===== src/rtl/frequency_generator.sv =====
// Programmable square-wave source: n = 10*tens + units rising edges
// per update period, spread evenly with a DDA accumulator.
module frequency_generator #(
  parameter int UPDATE_PERIOD = 1200,
  parameter int BITS          = 12
) (
  input  logic            clk,
  input  logic            reset,
  input  logic [3:0]      tens,
  input  logic [3:0]      units,
  input  logic            load,
  input  logic [BITS-1:0] period,
  input  logic            period_load,
  output logic            signal,
  output logic            busy,
  output logic            error
);

  typedef enum logic [1:0] {
    IDLE,
    CONVERT,
    CHECK,
    RUN
  } state_t;

  state_t          state_q, state_d;
  logic [BITS-1:0] period_q, period_d;
  logic [BITS-1:0] acc_q, acc_d;
  logic [6:0]      n_q, n_d;
  logic [3:0]      tens_left_q, tens_left_d;
  logic            signal_q, signal_d;
  logic            busy_q, busy_d;
  logic            error_q, error_d;

  logic [BITS:0]   twice_n;
  logic [BITS:0]   period_x;
  logic [BITS:0]   sum;

  assign twice_n  = (BITS+1)'({n_q, 1'b0});
  assign period_x = {1'b0, period_q};
  assign sum      = {1'b0, acc_q} + twice_n;

  always_comb begin
    state_d     = state_q;
    period_d    = period_q;
    acc_d       = acc_q;
    n_d         = n_q;
    tens_left_d = tens_left_q;
    signal_d    = signal_q;
    error_d     = error_q;

    if (period_load) begin
      period_d = period;
    end

    if (load) begin
      signal_d = 1'b0;
      if (tens > 4'd9 || units > 4'd9) begin
        error_d = 1'b1;
        state_d = IDLE;
      end else begin
        error_d     = 1'b0;
        n_d         = {3'b000, units};
        tens_left_d = tens;
        acc_d       = '0;
        state_d     = CONVERT;
      end
    end else begin
      unique case (state_q)
        IDLE: begin
          signal_d = 1'b0;
        end
        CONVERT: begin
          if (tens_left_q != 4'd0) begin
            n_d         = n_q + 7'd10;
            tens_left_d = tens_left_q - 4'd1;
          end else begin
            state_d = CHECK;
          end
        end
        CHECK: begin
          if (twice_n > period_x) begin
            error_d = 1'b1;
            state_d = IDLE;
          end else begin
            state_d = RUN;
          end
        end
        RUN: begin
          // a new period restarts the accumulator instead of stepping
          if (period_load) begin
            acc_d = '0;
          end else if (sum >= period_x) begin
            acc_d    = BITS'(sum - period_x);
            signal_d = ~signal_q;
          end else begin
            acc_d = BITS'(sum);
          end
        end
        default: state_d = IDLE;
      endcase
    end

    busy_d = (state_d != IDLE);
  end

  always_ff @(posedge clk or posedge reset) begin
    if (reset) begin
      state_q     <= IDLE;
      period_q    <= BITS'(UPDATE_PERIOD);
      acc_q       <= '0;
      n_q         <= '0;
      tens_left_q <= '0;
      signal_q    <= 1'b0;
      busy_q      <= 1'b0;
      error_q     <= 1'b0;
    end else begin
      state_q     <= state_d;
      period_q    <= period_d;
      acc_q       <= acc_d;
      n_q         <= n_d;
      tens_left_q <= tens_left_d;
      signal_q    <= signal_d;
      busy_q      <= busy_d;
      error_q     <= error_d;
    end
  end

  assign signal = signal_q;
  assign busy   = busy_q;
  assign error  = error_q;

endmodule


===== config.mk =====
export PLATFORM = sky130hd
export DESIGN_NAME = frequency_generator
export DESIGN_NICKNAME = d
export VERILOG_FILES = /design/src/rtl/frequency_generator.sv
export SDC_FILE = /design/constraint.sdc
export NUM_CORES = 1
export LEC_CHECK = 0
export CAP_MARGIN = 20
export CORE_MARGIN = 2
export CORE_UTILIZATION = 40
export CTS_CLUSTER_DIAMETER = 100
export DETAILED_ROUTE_END_ITERATION = 10
export PLACE_DENSITY = 0.6
export SKIP_LAST_GASP = 1
export SLEW_MARGIN = 5
export SYNTH_ARGS = -nofsm -noshare
export SYNTH_HDL_FRONTEND = slang
export SYNTH_SLANG_ARGS = --single-unit

===== constraint.sdc =====
create_clock -name clk -period 9.7 [get_ports clk]
set_clock_uncertainty 0.1 [all_clocks]
set_input_delay 1.94 -clock clk [delete_from_list [all_inputs] [get_ports clk]]
set_output_delay 1.94 -clock clk [all_outputs]
set_load 0.05 [all_outputs]

== Word-level counts from Yosys, hierarchy flattened ==
Cells that the tools add are included.
Storage, ports and cells
  output and inout port bits: 3
  bits of input ports: 24
  flip-flop bits (word level): 40
  logic and storage cells: 63
Cells by class
  add/subtract/negate cells: 4
  muxes and demuxes: 26
  eq/ne operators: 6
  bitwise logic cells: 1
  magnitude comparators: 4
  reduce and logical (&&, ||, !) cells: 14
Operators with widths (number)
  $mux 12: 5
  $mux 7: 4
  $mux 4: 4
  $add 12x8->13: 1
  $ge 13x12->1: 1
  $gt 8x12->1: 1
  $reduce_bool 2->1: 6
  $sub 12x12->12: 1
  $gt 4x4->1 const B: 2
  $mux 1: 8
  $add 7x4->7 const B: 1
  $mux 2: 3
  $ne 3x3->1 const B: 2
  $reduce_and 3->1: 2
  $eq 2x2->1 const B: 2
  $pmux 2 s2: 1
  $reduce_and 2->1: 2
  $reduce_bool 4->1: 1
  $sub 4x1->4 const B: 1
  $reduce_bool 3->1: 1
  $eq 2x1->1 const B: 1
  $logic_not 2->1: 1
  $ne 2x2->1 const B: 1
  $pmux 1 s2: 1
  2 further kinds: 2

== Logic depth before layout (Yosys ltp) ==
Gate-level depths: netlist of the first run.
  depth in word-level cells: 6
  mapped depth: 16
  depth with buffers taken out: 14

== Least setup slack after synthesis of the first run ==
No wires, ideal clock.
  kind: flip-flop to flip-flop
  start point: register n_q[0]
  end point: register acc_q[1]
  period minus slack after synthesis: 3.504 ns
  path buffers: 1
  required time: 9.517 ns
  path slack: 6.196 ns
  arrival time: 3.321 ns
  library setup time: 0.083 ns
  cell stages (with the launch flop): 16
  path through: dfrtp_1 > ha_1 > fa_1 > a211oi_1 > nor2_1 > o21ai_0 > nor2b_1 > xnor2_1 > ha_1 > o21a_1 > o41ai_4 > nand3b_1 > a41oi_2 > buf_6 > mux2_2 > o21ai_0
On the way
  longest elaborated chain between the ends: 6
  elaborated cells on any way between the ends: 7
  classes of those cells: add/sub (2); order compare (1); mux (4)
Ends and longest elaborated chain
  from (decl): RTL line 29  | logic [6:0] n_q, n_d;
  from (signal assigned): RTL line 121  | n_q <= n_d;
  $add 12x8->13 (*): RTL line 41  | assign sum = {1'b0, acc_q} + twice_n;
  $sub 12x12->12 / $ge 13x12->1 (equally long branches): RTL line 94, 93
  $mux 12 (*): RTL line 93  | end else if (sum >= period_x) begin
  $mux 12 (*): RTL line 91  | if (period_load) begin
  $mux 12 (*): RTL line 69  | unique case (state_q)
  $mux 12 (*): RTL line 56  | if (load) begin
  to (signal assigned): RTL line 111  | acc_q <= '0;
  to (signal assigned): RTL line 120  | acc_q <= acc_d;
  to (decl): RTL line 28  | logic [BITS-1:0] acc_q, acc_d;
Every way passes the cells marked *; elsewhere a longest branch is shown, timed or not. The select of a mux whose other input is x is not followed.
A chain may end at the register's enable or synchronous reset.

== Worst setup path after layout of the first run ==
Same ends and word-level chain as after synthesis.

==> results.tsv, run 1 <==
metric	value	unit
status	completed	
most common cell in the synthesized netlist	dfrtp_1	
mean post-synth cell area	8.99	um^2
first-pass GRT wire length	12100	um
min Tclk post-route	4.20	ns
CTS tree	done	
Final Routed Wirelength	7250	um
Starting Density	0.414	
ant diodes	0	
Synth area leader	dfrtp_1	
top cells by count, synth	dfrtp_1, o21ai_0, ha_1	
kind of critical path	reg -> reg	
Fin. Hold Viols	0	
Core Rows	31	
NumNets Final	417	
Die ar.	0.00821	mm^2
Async S/R FF share, synth	1.00	
top cells by area, synth	dfrtp_1, ha_1, o21ai_0	
syn nets	392	
Die H	90.6	um
Tightest Hold Check Type	reg -> reg	
actual slew at the worst max-slew pin	0.847	ns
relative slew slack	0.431	
Yosys reg bits	40	
total track usage	0.186	
H-tree depth	2	
most common flop cell mapped by yosys	dfrtp_1	
initial antenna violation count	0	
Post-Synth XOR/XNOR Area	0.0584	
post-synthesis mux area share	0.0446	
Post-synth EDFFs	0	
RSZ-0062 raised after global routing	false	
post-CTS setup repair buffer count	0	
Reg clk slew, reported paths	0.09	ns
CTS max path bufs	2	
Die Wd	90.6	um
drt drc	0	
fmax	0.238	GHz
grt ovf	0	
GPL Wtd Cong	0.826	
Pins Over Slew Limit	0	
max-cap violations	0	
WP data required	9.82	ns
Port Buffers	26	
peak supply drop	0.0000910	V
antenna-violating nets left	0	
CTS root buffer	clkbuf_8	
share of Yosys cell area claimed by the top area cell type	0.300	
CP Max Fanout	11	
CP Capture Type	flip-flop	
total core area	0.00725	mm^2
Final Setup Violations	0	
Pre-antenna DRT Iters	4	
Seq/Total Area, Yosys	0.335	
Num CTS Buffers	5	
total number of vias	2454	
Resize count post-CTS	0	
CTS Sinks	40	
Adder-Cell Fraction of Synth Area	0.147	
DRT iter0 DRCs	129	
layout filler cell count	707	
leakage power total	1.57	nW
DP HPWL	5560	um
period utilization	0.433	
Clock Latency Late Sink	0.31	ns
drt wl/cell	15.8	um
layout cells sized above 1	0.0639	
Simple-Gate Fraction of Synth Area	0.147	
setup tns final	0	ns
Post-CTS Hold Fix Bufs	0	
yosys warns	0	
Cells after Synth	334	
final worst slack	5.50	ns
pre-CTS worst setup slack	5.17	ns
I/O pin cnt	27	
Synth Cell Area	0.00300	mm^2
DR vias/cell	5.35	
area growth from synthesis to final layout	15.2	%
largest net degree at the start of global routing	41	
startpoint types	flip-flop	
post-synth cell types	52	
Worst EP arrival	4.32	ns
vias in the first global route	2389	
Power Density	201	mW/mm^2
largest family of logic cells by synthesized area	compound AO/OA/AOI/OAI gates	
Synth Area in Compound Gates	0.217	
[through the flow]
stage	hold slack, ns	cell area [um^2]	total power (W)	utilization	cells
after floorplan	0.356	3000	0.000470	-	334
after global placement	0.378	3330	0.000549	0.459	449
after detailed placement	0.381	3330	0.000555	0.459	449
after CTS	0.399	3440	0.000697	0.474	457
after global routing	0.423	3460	0.000748	0.477	459
final	0.392	3460	0.000695	0.477	459
[where the power goes]
group | internal, W | leakage (nW) | switching, W
Combinational | 0.000143 | 1.01 | 0.000178
Clock | 0.0000762 | 0.0541 | 0.0000655
Sequential | 0.000195 | 0.507 | 0.0000365
Total | 0.000415 | 1.57 | 0.000280
[critical path, cell delays in order (launching register included)]
cell and delay (ns):
dfrtp_1 0.41, ha_1 0.22, fa_1 0.43, a211oi_1 0.25
nor2_1 0.10, o21ai_0 0.19, nor2b_1 0.18, xnor2_1 0.10
ha_1 0.26, o41ai_4 0.39, nand3b_1 0.15, a41oi_2 0.57
buf_6 0.25, mux2_2 0.34, o21ai_0 0.16
[per-layer routing]
| layer | global-route usage | wire, um |
|---|---|---|
| met1 | 0.253 | 3550 |
| met2 | 0.299 | 3300 |
| met3 | 0.0359 | 240 |
| met4 | 0.0615 | 163 |
| met5 | 0 | 0 |
[flip-flops by register name, indices dropped and copies added (netlist names)]
signal / count
state_q: 2
n_q: 7
tens_left_q: 4
busy: 1
acc_q: 12
period_q: 12
signal: 1
error: 1
[logic make-up after synthesis]
kind of cell               after synthesis
AOI/OAI and AO/OA                       99
xor gates and xnor gates                20
adders and majority gates               34
buffers and inverters                   35
DFF                                     40
muxes                                   13
and+or+nand+nor                         93
[area by class of cell]
| cell class | instances | area [um^2] | share of cell area |
|---|---|---|---|
| inverter | 24 | 90.1 | 0.0260 |
| sequential | 40 | 1010 | 0.291 |
| tap | 99 | 124 | 0.0358 |
| timing repair buffer | 29 | 287 | 0.0829 |
| multi-input combinational | 259 | 1840 | 0.532 |
| clock inverter | 3 | 42.5 | 0.0123 |
| clock buffer | 5 | 68.8 | 0.0199 |
[path summary, 6_finish.rpt]
path                                      startpoint                         end  slack [ns]  cells after the start
worst min register to register  acc_q[7]$_DFFE_PP0P_        acc_q[7]$_DFFE_PP0P_        0.39                      2
worst min-delay path            acc_q[7]$_DFFE_PP0P_        acc_q[7]$_DFFE_PP0P_        0.39                      2
min in group asynchronous                      reset    period_q[11]$_DFFE_PP0P_        1.96                      3
worst max register to register    n_q[0]$_DFFE_PP0P_        acc_q[1]$_DFFE_PP0P_        5.50                     14
max in group asynchronous                      reset  tens_left_q[3]$_DFFE_PP0P_        7.17                      3
worst max-delay path              n_q[0]$_DFFE_PP0P_        acc_q[1]$_DFFE_PP0P_        5.50                     14
[cell usage in the layout (no fill, tap or decap), types with 4 or more instances in the layout]
cell type / instances
o21a_1: 4
nor2_1: 27
clkdlybuf4s50_1: 26
a211oi_1: 5
dfrtp_1: 36
a21oi_1: 15
a31oi_1: 4
inv_1: 24
nor2b_1: 5
nand4_1: 4
nand3_1: 4
a21o_1: 6
o22ai_1: 4
nor3_1: 8
ha_1: 32
mux2i_1: 10
or3_1: 5
xnor2_1: 13
o31ai_1: 5
nand2_1: 27
o21ai_0: 35
dfstp_2: 4
xor2_1: 7
clkbuf_8: 5
Note: power is estimated with default switching activity, not from simulation.
==> inputs of run 2 (changes only) <==
--- a/config.mk
+++ b/config.mk
@@ -10,7 +10,7 @@
 export CORE_UTILIZATION = 40
 export CTS_CLUSTER_DIAMETER = 100
 export DETAILED_ROUTE_END_ITERATION = 10
-export PLACE_DENSITY = 0.6
+export PLACE_DENSITY = 0.62
 export SKIP_LAST_GASP = 1
 export SLEW_MARGIN = 5
 export SYNTH_ARGS = -nofsm -noshare
==> constraint.sdc (replaced) <==
create_clock -name clk -period 3.73 [get_ports clk]
set_clock_uncertainty 0.1 [all_clocks]
set_input_delay 0.746 -clock clk [delete_from_list [all_inputs] [get_ports clk]]
set_output_delay 0.746 -clock clk [all_outputs]
set_load 0.05 [all_outputs]
==> run 2 against run 1 <==
Compared with the run above: combinational power rose to 3.1 times the previous value; die area did not move; utilization rose by 4.5 points; final cell count rose by 7.2%; total power rose to 2.8 times the previous value; clock power rose to 2.5 times the previous value; critical path type unchanged.
==> results.tsv, run 2 (synthesis gave the netlist of run 1 again) <==
metric	value	unit	change
status	completed		
Clock Latency Late Sink	0.30	ns	about the same
H-tree depth	2		unchanged
largest net degree at the start of global routing	29		-29%
WP data required	3.85	ns	-5.97 ns
Critical Path, Cell by Cell	ha_2 > fa_2 > a211oi_2 > nor2_2 > o21ai_1 > a211o_1 > xnor2_1 > ha_1 > nand4_1 > or3_1 > nand3b_1 > a41oi_4 > buf_6 > or4_1 > a21oi_1		
antenna-violating nets left	0		unchanged
DRT iter0 DRCs	144		+12%
cell family with most CP delay	simple AND/OR/NAND/NOR gates		
Starting Density	0.414		unchanged
Regs by FF count	acc_q x12, period_q x12, n_q x7		
Port Buffers	26		unchanged
period utilization	0.977		+0.544
Power Density	505	mW/mm^2	+150%
layout filler cell count	702		-0.71%
CTS root buffer	clkbuf_8		
initial antenna violation count	0		unchanged
Reg clk slew, reported paths	0.08	ns	about the same
kind of critical path	reg -> reg		
fmax	0.274	GHz	+15%
GPL Wtd Cong	0.941		+14%
total track usage	0.193		+0.00638
CTS tree	done		
drt wl/cell	15.5	um	-2.1%
relative slew slack	0.386		-0.0446
FF/Latch Area	0.00101	mm^2	unchanged
ant diodes	0		unchanged
Die H	90.6	um	unchanged
CP Max Fanout	5		-6
total number of vias	2635		+7.4%
Post-DP Area	0.00354	mm^2	+6.3%
Pwr Total	0.00191	W	+180%
min Tclk post-route	3.64	ns	-0.556 ns
area growth from synthesis to final layout	26.1	%	
Final Routed Wirelength	7610	um	+4.9%
hold_sp	acc_q[7]$_DFFE_PP0P_		
NumNets Final	450		+7.9%
Pins Over Slew Limit	0		unchanged
area of the multi-input gates	0.00191	mm^2	+3.7%
Core Rows	31		unchanged
leakage power total	1.76	nW	+12%
max-cap violations	0		unchanged
DR vias/cell	5.36		+0.17%
peak supply drop	0.000240	V	+160%
DP HPWL	5880	um	+5.8%
CTS max path bufs	2		unchanged
Final Util	0.522		+0.0449
CP Capture Type	flip-flop		
design area	0.00378	mm^2	+9.4%
Num CTS Buffers	5		unchanged
Pre-antenna DRT Iters	4		unchanged
drt drc	0		unchanged
commonest non-fill, non-tap cell in the layout	dfrtp_1		
most frequent cells in the layout	dfrtp_1, o21ai_0, buf_4, ha_1, nand2_1		
Final Setup Violations	0		unchanged
Max stage delay on crit path	0.39	ns	-0.18 ns
grt ovf	0		unchanged
total core area	0.00725	mm^2	unchanged
layout cells sized above 1	0.170		+0.107
startpoint types	flip-flop		
CP startpoint	acc_q[1]$_DFFE_PP0P_		
slowest stage cell, crit path	dfrtp_1		
I/O pin cnt	27		unchanged
launching point of the worst reg2reg path	acc_q[1]$_DFFE_PP0P_		
Worst EP arrival	3.76	ns	-0.56 ns
CP bufs+invs	1		unchanged
CTS Sinks	40		unchanged
RSZ-0062 raised after global routing	true		
Fin. Hold Viols	0		unchanged
Die Wd	90.6	um	unchanged
Tightest Hold Check Type	reg -> reg		
Die ar.	0.00821	mm^2	unchanged
vias in the first global route	2629		+10%
actual slew at the worst max-slew pin	0.919	ns	+0.0723 ns
first-pass GRT wire length	12600	um	+4.0%
==> run 2: cell count changes in the layout (fill, tap and decap cells not counted), sizes merged <==
cell / before / now
buf: 3 / 36
==> run 2: timing repair <==
action                     CTS  global route
gates resized for setup      4            17
setup endpoints to repair   11            13
buffers inserted             0             6
pin swaps                    1             9
gates cloned                 0             1
hold buffers                 0             0
==> run 2: worst paths after layout <==
kind,endpoint,slack (ns),depth (start not counted)
setup / recovery,signal$_DFFE_PP0P_,0.09,15
hold / removal,acc_q[7]$_DFFE_PP0P_,0.40,2
setup reg to reg,signal$_DFFE_PP0P_,0.09,15
hold reg to reg,acc_q[7]$_DFFE_PP0P_,0.40,2
max in group asynchronous,acc_q[6]$_DFFE_PP0P_,2.00,3
min in group asynchronous,period_q[0]$_DFFE_PP0P_,0.84,2
==> run 2: worst min-delay path, cell delays in order (launching register included) <==
cell and delay [ns]:
dfrtp_1 0.35, nand2_1 0.05, o21ai_0 0.06
==> run 2: area by class of cell <==
type	count	share of cell area
inverter	24	0.0238
clock buffer	5	0.0182
sequential	40	0.266
multi-input combinational	259	0.505
timing repair buffer	62	0.144
clock inverter	3	0.0112
tap	99	0.0327
==> run 2: metrics by stage <==
stage,setup slack (ns),setup TNS [ns],hold slack [ns],std cells
finish,0.0866,0,0.401,492
global route,-0.0621,-0.333,0.426,492
global placement,0.00567,0,0.379,477
detailed placement,-0.0882,-0.423,0.383,477
floorplan,0.226,0,0.356,334
CTS,0.0248,0,0.401,485
==> run 2: power by group <==
group / internal [W] / leakage (nW) / switching, W / total (W)
Combinational: 0.000457 / 1.20 / 0.000529 / 0.000986
Sequential: 0.000508 / 0.507 / 0.0000567 / 0.000564
Clock: 0.000198 / 0.0541 / 0.000164 / 0.000362
==> run 2: layer usage <==
layer,vias to the layer above,GRT usage,part of all wire
li1,1319,-,-
met1,1245,0.228,0.43
met2,53,0.354,0.51
met3,18,0.0301,0.037
met4,0,0.0641,0.023
met5,-,0,0
